### config.mk
export PLATFORM = sky130hd
export DESIGN_NAME = audio_send
export DESIGN_NICKNAME = d
export VERILOG_FILES = /design/src/rtl/audio_pkg.sv /design/src/rtl/audio_lrc_edge.sv /design/src/rtl/audio_send.sv
export SDC_FILE = /design/constraint.sdc
export NUM_CORES = 1
export LEC_CHECK = 0
export BUFFER_PORTS_ARGS = -buffer_cell sky130_fd_sc_hd__buf_2
export CAP_MARGIN = 20
export CORE_MARGIN = 2
export CORE_UTILIZATION = 41
export CTS_BUF_LIST = sky130_fd_sc_hd__clkbuf_4 sky130_fd_sc_hd__clkbuf_8
export DETAILED_ROUTE_END_ITERATION = 10
export GPL_ROUTABILITY_DRIVEN = 0
export GPL_TIMING_DRIVEN = 0
export PLACE_DENSITY = 0.7
export SKIP_CTS_REPAIR_TIMING = 1
export SLEW_MARGIN = 20
export SYNTH_ARGS = -nofsm -noshare
export SYNTH_HDL_FRONTEND = slang
export SYNTH_SLANG_ARGS = --single-unit
### constraint.sdc
create_clock -name aud_bclk -period 1.8 [get_ports aud_bclk]
set_clock_uncertainty 0.15 [all_clocks]
set_input_delay 0.09 -clock aud_bclk [delete_from_list [all_inputs] [get_ports aud_bclk]]
set_output_delay 0.09 -clock aud_bclk [all_outputs]
set_load 0.1 [all_outputs]
### src/rtl/audio_pkg.sv
// -----------------------------------------------------------------------------
// audio_pkg
// Constants and types shared by the WM8978 I2S transmit and receive paths:
//   AUD_WL_DEFAULT      default audio word length in bits (legal 16..32)
//   AUD_CNT_W           width of the per-frame bit counter
//   AUD_CNT_SAT         bit counter saturation value
//   AUD_CNT_FRAME_START bit counter value on the bclk edge that sees an LRC edge
//   aud_frame_act_t     action taken at a bclk rising edge
//   aud_cnt_next()      bit counter next-state helper
// -----------------------------------------------------------------------------
package audio_pkg;

  localparam logic [5:0]  AUD_WL_DEFAULT = 6'd32;
  localparam int unsigned AUD_CNT_W      = 6;

  localparam logic [AUD_CNT_W-1:0] AUD_CNT_SAT         = 6'd35;
  localparam logic [AUD_CNT_W-1:0] AUD_CNT_FRAME_START = '0;

  typedef enum logic [1:0] {
    FRAME_RUN,       // mid-frame, keep shifting
    FRAME_LOAD,      // frame start with a word held
    FRAME_UNDERRUN   // frame start with nothing held
  } aud_frame_act_t;

  // Counter restarts on every LRC edge and parks at the saturation value so a
  // long LRC half-period never wraps back into the data window.
  function automatic logic [AUD_CNT_W-1:0] aud_cnt_next(
    input logic [AUD_CNT_W-1:0] cnt,
    input logic                 frame_start
  );
    if (frame_start)         return AUD_CNT_FRAME_START;
    if (cnt >= AUD_CNT_SAT)  return AUD_CNT_SAT;
    return cnt + 6'd1;
  endfunction

endpackage

### src/rtl/audio_lrc_edge.sv
// -----------------------------------------------------------------------------
// audio_lrc_edge
// Registers the WM8978 LRC clock on the bit clock and flags either transition.
// Shared between the transmit and receive paths.
// Ports:
//   aud_bclk  in   bit clock
//   rst_n     in   asynchronous active-low reset
//   aud_lrc   in   left/right alignment clock
//   lrc_edge  out  high for the bclk cycle in which aud_lrc differs from lrc_d0
// -----------------------------------------------------------------------------
module audio_lrc_edge (
  input  logic aud_bclk,
  input  logic rst_n,
  input  logic aud_lrc,
  output logic lrc_edge
);

  logic lrc_d0;

  always_ff @(posedge aud_bclk or negedge rst_n) begin
    if (!rst_n) begin
      lrc_d0 <= 1'b0;
    end else begin
      lrc_d0 <= aud_lrc;
    end
  end

  assign lrc_edge = aud_lrc ^ lrc_d0;

endmodule

### src/rtl/audio_send.sv
// -----------------------------------------------------------------------------
// audio_send
// I2S serialiser for the WM8978 DAC. A single-entry holding register accepts
// user words through a valid/ready handshake; each LRC transition starts a new
// frame, moving the held word into the shift register (or underrunning when
// none is held). Data changes on the bclk falling edge, MSB first, one bclk
// after the LRC transition.
// Parameters:
//   WL          audio word length, 16..32, sample MSB-aligned at bit WL-1
// Ports:
//   aud_bclk    in   WM8978 bit clock (sole clock)
//   rst_n       in   asynchronous active-low reset
//   aud_lrc     in   WM8978 left/right alignment clock
//   aud_dacdat  out  serial data to the DAC
//   dac_data    in   user sample
//   dac_valid   in   dac_data is valid
//   dac_ready   out  holding register can accept a word (registered)
//   tx_done     out  one-cycle pulse when a held word starts shifting out
//   underrun    out  one-cycle pulse when a frame starts with no word held
// Build option:
//   AUDIO_SEND_UNDERRUN_HOLD_EN  underrun repeats the last transmitted word
//                                instead of sending zeros
// -----------------------------------------------------------------------------
module audio_send
  import audio_pkg::*;
#(
  parameter logic [5:0] WL = AUD_WL_DEFAULT
) (
  input  logic        aud_bclk,
  input  logic        rst_n,
  input  logic        aud_lrc,
  output logic        aud_dacdat,
  input  logic [31:0] dac_data,
  input  logic        dac_valid,
  output logic        dac_ready,
  output logic        tx_done,
  output logic        underrun
);

  logic                 lrc_edge;
  logic [AUD_CNT_W-1:0] tx_cnt;
  logic [31:0]          shift_reg;
  logic [31:0]          shift_nxt;
  logic [31:0]          hold_reg;
  logic                 hold_valid;
  logic                 hold_valid_nxt;
  logic                 ready_q;
  logic                 tx_done_q;
  logic                 underrun_q;
  logic                 dacdat_q;
  logic                 accept;
  logic                 tx_bit;
  logic [4:0]           bit_idx;
  aud_frame_act_t       frame_act;

  audio_lrc_edge u_lrc_edge (
    .aud_bclk (aud_bclk),
    .rst_n    (rst_n),
    .aud_lrc  (aud_lrc),
    .lrc_edge (lrc_edge)
  );

  // Frame start is decided from hold_valid before this edge's accept, so a
  // word accepted on the LRC edge itself waits for the following frame.
  always_comb begin
    frame_act      = FRAME_RUN;
    accept         = dac_valid && ready_q;
    hold_valid_nxt = hold_valid;
    shift_nxt      = shift_reg;

    if (lrc_edge) begin
      frame_act = hold_valid ? FRAME_LOAD : FRAME_UNDERRUN;
    end

    case (frame_act)
      FRAME_LOAD: begin
        shift_nxt      = hold_reg;
        hold_valid_nxt = 1'b0;
      end
      FRAME_UNDERRUN: begin
`ifdef AUDIO_SEND_UNDERRUN_HOLD_EN
        // shift_reg is indexed, never shifted, so it still holds the last word
        shift_nxt = shift_reg;
`else
        shift_nxt = '0;
`endif
      end
      default: ;
    endcase

    if (accept) begin
      hold_valid_nxt = 1'b1;
    end
  end

  always_ff @(posedge aud_bclk or negedge rst_n) begin
    if (!rst_n) begin
      tx_cnt     <= '0;
      shift_reg  <= '0;
      hold_reg   <= '0;
      hold_valid <= 1'b0;
      ready_q    <= 1'b1;
      tx_done_q  <= 1'b0;
      underrun_q <= 1'b0;
    end else begin
      tx_cnt     <= aud_cnt_next(tx_cnt, lrc_edge);
      shift_reg  <= shift_nxt;
      if (accept) begin
        hold_reg <= dac_data;
      end
      hold_valid <= hold_valid_nxt;
      ready_q    <= ~hold_valid_nxt;
      tx_done_q  <= (frame_act == FRAME_LOAD);
      underrun_q <= (frame_act == FRAME_UNDERRUN);
    end
  end

  // Output bit for the current count; bits past the word length are zero.
  assign bit_idx = 5'(WL - 6'd1 - tx_cnt);
  assign tx_bit  = (tx_cnt < WL) ? shift_reg[bit_idx] : 1'b0;

  always_ff @(negedge aud_bclk or negedge rst_n) begin
    if (!rst_n) begin
      dacdat_q <= 1'b0;
    end else begin
      dacdat_q <= tx_bit;
    end
  end

  assign aud_dacdat = dacdat_q;
  assign dac_ready  = ready_q;
  assign tx_done    = tx_done_q;
  assign underrun   = underrun_q;

endmodule
==> metrics.md <==
| Metric | Value |
|---|---|
| Status | `finished with violations` |
| Failing checks | `setup timing` |
| Count leader, synth | `dfrtp_1` |
| Slew at the pin with the worst max-slew slack | `0.589 ns` |
| Slew headroom | `0.602` |
| Die area | `roughly 0.0084 mm²` |
| Core area | `around 0.0073 mm²` |
| Dpl hpwl | `~3800 µm` |
| Clk_lat worst skew | `approximately 0.34 ns` |
| Via Count | `2218` |
| Root Buffer | `clkbuf_8` |
| Clk pin slew, worst setup/hold paths | `~0.080 ns` |
| Sequential cell area fraction in the yosys report | `0.604` |
| Worst VDD drop | `0.789 mV` |
| Area leader, netlist | `dfrtp_1` |
| Cell total after placement | `400` |
| Diodes inserted | `0` |
| Mapped Cells | `261` |
| CP Capture Point | `aud_dacdat$_DFF_NN0_` |
| Drt first pass iters | `4` |
| Area delta synth->final | `30.2%` |
| Vias in the first global route | `between 2000 and 2500` |
| CP endpoint kind | `flip-flop` |
| Die Wd | `just over 90 µm` |
| Synth cell count leaders | `dfrtp_1 (74), nand2_1 (68), nand3_1 (35), mux2_2 (32), clkbuf_1 (12)` |
| Multiplexer share of the synthesized area | `0.191` |
| I/O Pins | `40` |
| Pre-CTS setup slack | `-1.16 ns` |
| Die Ht | `between 90 and 100 µm` |
| Hold_ws | `between 0.015 and 0.02 ns` |
| Final Cell Area | `a little over 0.004 mm²` |
| # DRC | `0` |
| Synth cell types | `24` |
| # port buffers | `39` |
| Post-Syn Nets | `between 200 and 300` |
| Clk sink count | `between 70 and 80` |
| First-pass GRT wire length | `9770 µm` |
| Wire per inst | `~13 µm` |
| Arrival time at the worst endpoint | `about 2 ns` |
| Total CTS buffers | `9` |
| Pin count of the biggest net entering global routing | `58` |
| Max_cap viols | `0` |
| Initial antenna violation count | `0` |
| Setup ws final | `-1.13 ns` |
| DR iter-0 viols | `around 120` |
| Worst Setup Start Kind | `flip-flop` |
| Worst reg2reg path depth | `4` |
| GRT Util Overall | `0.148` |
| XOR/XNOR Fraction of Synth Area | `0.0139` |
| Row Count | `31` |
| Yosys reg bits | `76` |
| Yosys top cell area share | `0.588` |
| Yosys warns | `0` |
| Post-Place Cell Area | `0.00349 mm²` |
| CTS tree | `done` |
| Avg Cell Area, Syn | `12.1 µm²` |
| Post-Layout Cell Count | `between 400 and 500` |
| Final Slew Violations | `0` |
| Via density | `between 4 and 5` |
| Largest family of logic cells by synthesized area | `multiplexers` |
| FF-to-FF Start | `tx_cnt[0]$_DFF_PN0_` |
| RR Endpoint | `aud_dacdat$_DFF_NN0_` |
| Synth Area in Compound Gates | `0.0131` |
| Synth async-reset ratio | `1.00` |
| Routed WL | `a little over 6000 µm` |
| Starting Density | `0.430` |
| Layout cells sized above 1 | `0.317` |
| RSZ-0062 raised after global routing | `true` |
| Post-synth EDFFs | `0` |
| Util after Layout | `0.559` |
| Bufs on Longest Clock Path | `2` |
| FILL cells | `about 600` |
| CP Launch Point | `tx_cnt[0]$_DFF_PN0_` |
| Pleak | `1.99 nW` |
| Critical setup path kind | `reg -> reg` |
| Antenna viol nets, final | `0` |
| Total congestion overflow | `0` |
| Final net count | `between 300 and 400` |
| Worst-path fanout max | `5` |
| Worst hold-check path type | `in -> async` |
| Reg-to-reg slack, setup | `-1.13 ns` |
| Synth area leaders | `dfrtp_1 (59%), mux2_2 (11%), nand2_1 (8.1%), nand3_1 (5.6%), mux4_1 (4.2%)` |
| Post-synthesis adder-cell area fraction | `0.00397` |
| # H-tree levels | `3` |
| Cell area after synthesis | `approximately 0.0031 mm²` |
| Power density cells | `around 1200 mW/mm²` |
| Simple-Gate Fraction of Synth Area | `0.147` |
| WP data required | `approximately 0.92 ns` |
| Final Hold Fails | `0` |
| Setup-failing EPs final | `7` |
| Main flop type after synthesis | `dfrtp_1` |
[layout make-up]
class	instances	area, µm²	share of cell area
Clock buffer	13	166	0.0406
Buffer	17	80.1	0.0195
Inverter	3	11.3	0.00275
Tap cell	99	124	0.0302
Timing Repair Buffer	80	623	0.152
Clock inverter	3	21.3	0.00519
Sequential cell	76	1910	0.465
Multi-Input combinational cell	165	1170	0.284
[kinds of logic (layout without fill, tap and decap cells)]
family | Yosys count | in the layout
XOR/XNOR | 5 | 5
AND/OR/NAND/NOR | 110 | 110
flip-flops | 76 | 76
multiplexers | 43 | 43
buffers and inverters | 20 | 116
AO/OA/AOI/OAI | 6 | 6
adder cells (fa/ha/maj) | 1 | 1
[metrics by stage]
step,setup TNS (ns),power [mW]
global route,-2.94,5.02
floorplan,-1.33,3.13
global placement,-2.57,3.40
finish,-2.27,4.73
detailed placement,-1.95,3.44
CTS,-2.69,4.64
[worst min path at each step]
stage                                  endpoint  slack [ns]
global route           hold_reg[31]$_DFFE_PN0P_        0.03
finish                  hold_reg[3]$_DFFE_PN0P_        0.02
global placement    u_lrc_edge.lrc_d0$_DFF_PN0_        0.10
CTS                     hold_reg[7]$_DFFE_PN0P_       -0.53
detailed placement      hold_reg[4]$_DFFE_PN0P_       -0.16
floorplan               hold_reg[0]$_DFFE_PN0P_       -0.36
[cell usage in the layout, fill, tap and decap left out, types with 6 or more instances in the layout]
cell type      Yosys  final
clkbuf_8           0     11
buf_2              1     39
mux4_2             4      7
clkbuf_2           0      6
mux2_2            32     32
dfrtp_1           74     74
buf_4              0      6
clkbuf_1          12      9
nand2_1           68     68
dlygate4sd3_1      0     34
nand3_1           35     35
[where the power goes]
group          total, mW  internal, mW  switching (mW)
Combinational       1.18         0.573           0.609
Clock               1.21         0.608           0.598
Sequential          2.35          2.13           0.216
[worst max-delay path, stage by stage, from the launching register on]
cell,delay (ns)
dfrtp_1,0.37
buf_6,0.14
mux4_2,0.51
mux4_2,0.47
o211a_1,0.23
[metal layers]
metal / up-vias / part of all wire / GRT usage
met2: 41 / 0.48 / 0.214
met3: 11 / 0.027 / 0.0304
met5: - / 0 / 0
met1: 1098 / 0.47 / 0.213
li1: 1068 / - / -
met4: 0 / 0.023 / 0.0745
Power figures use the tool's default switching activity.
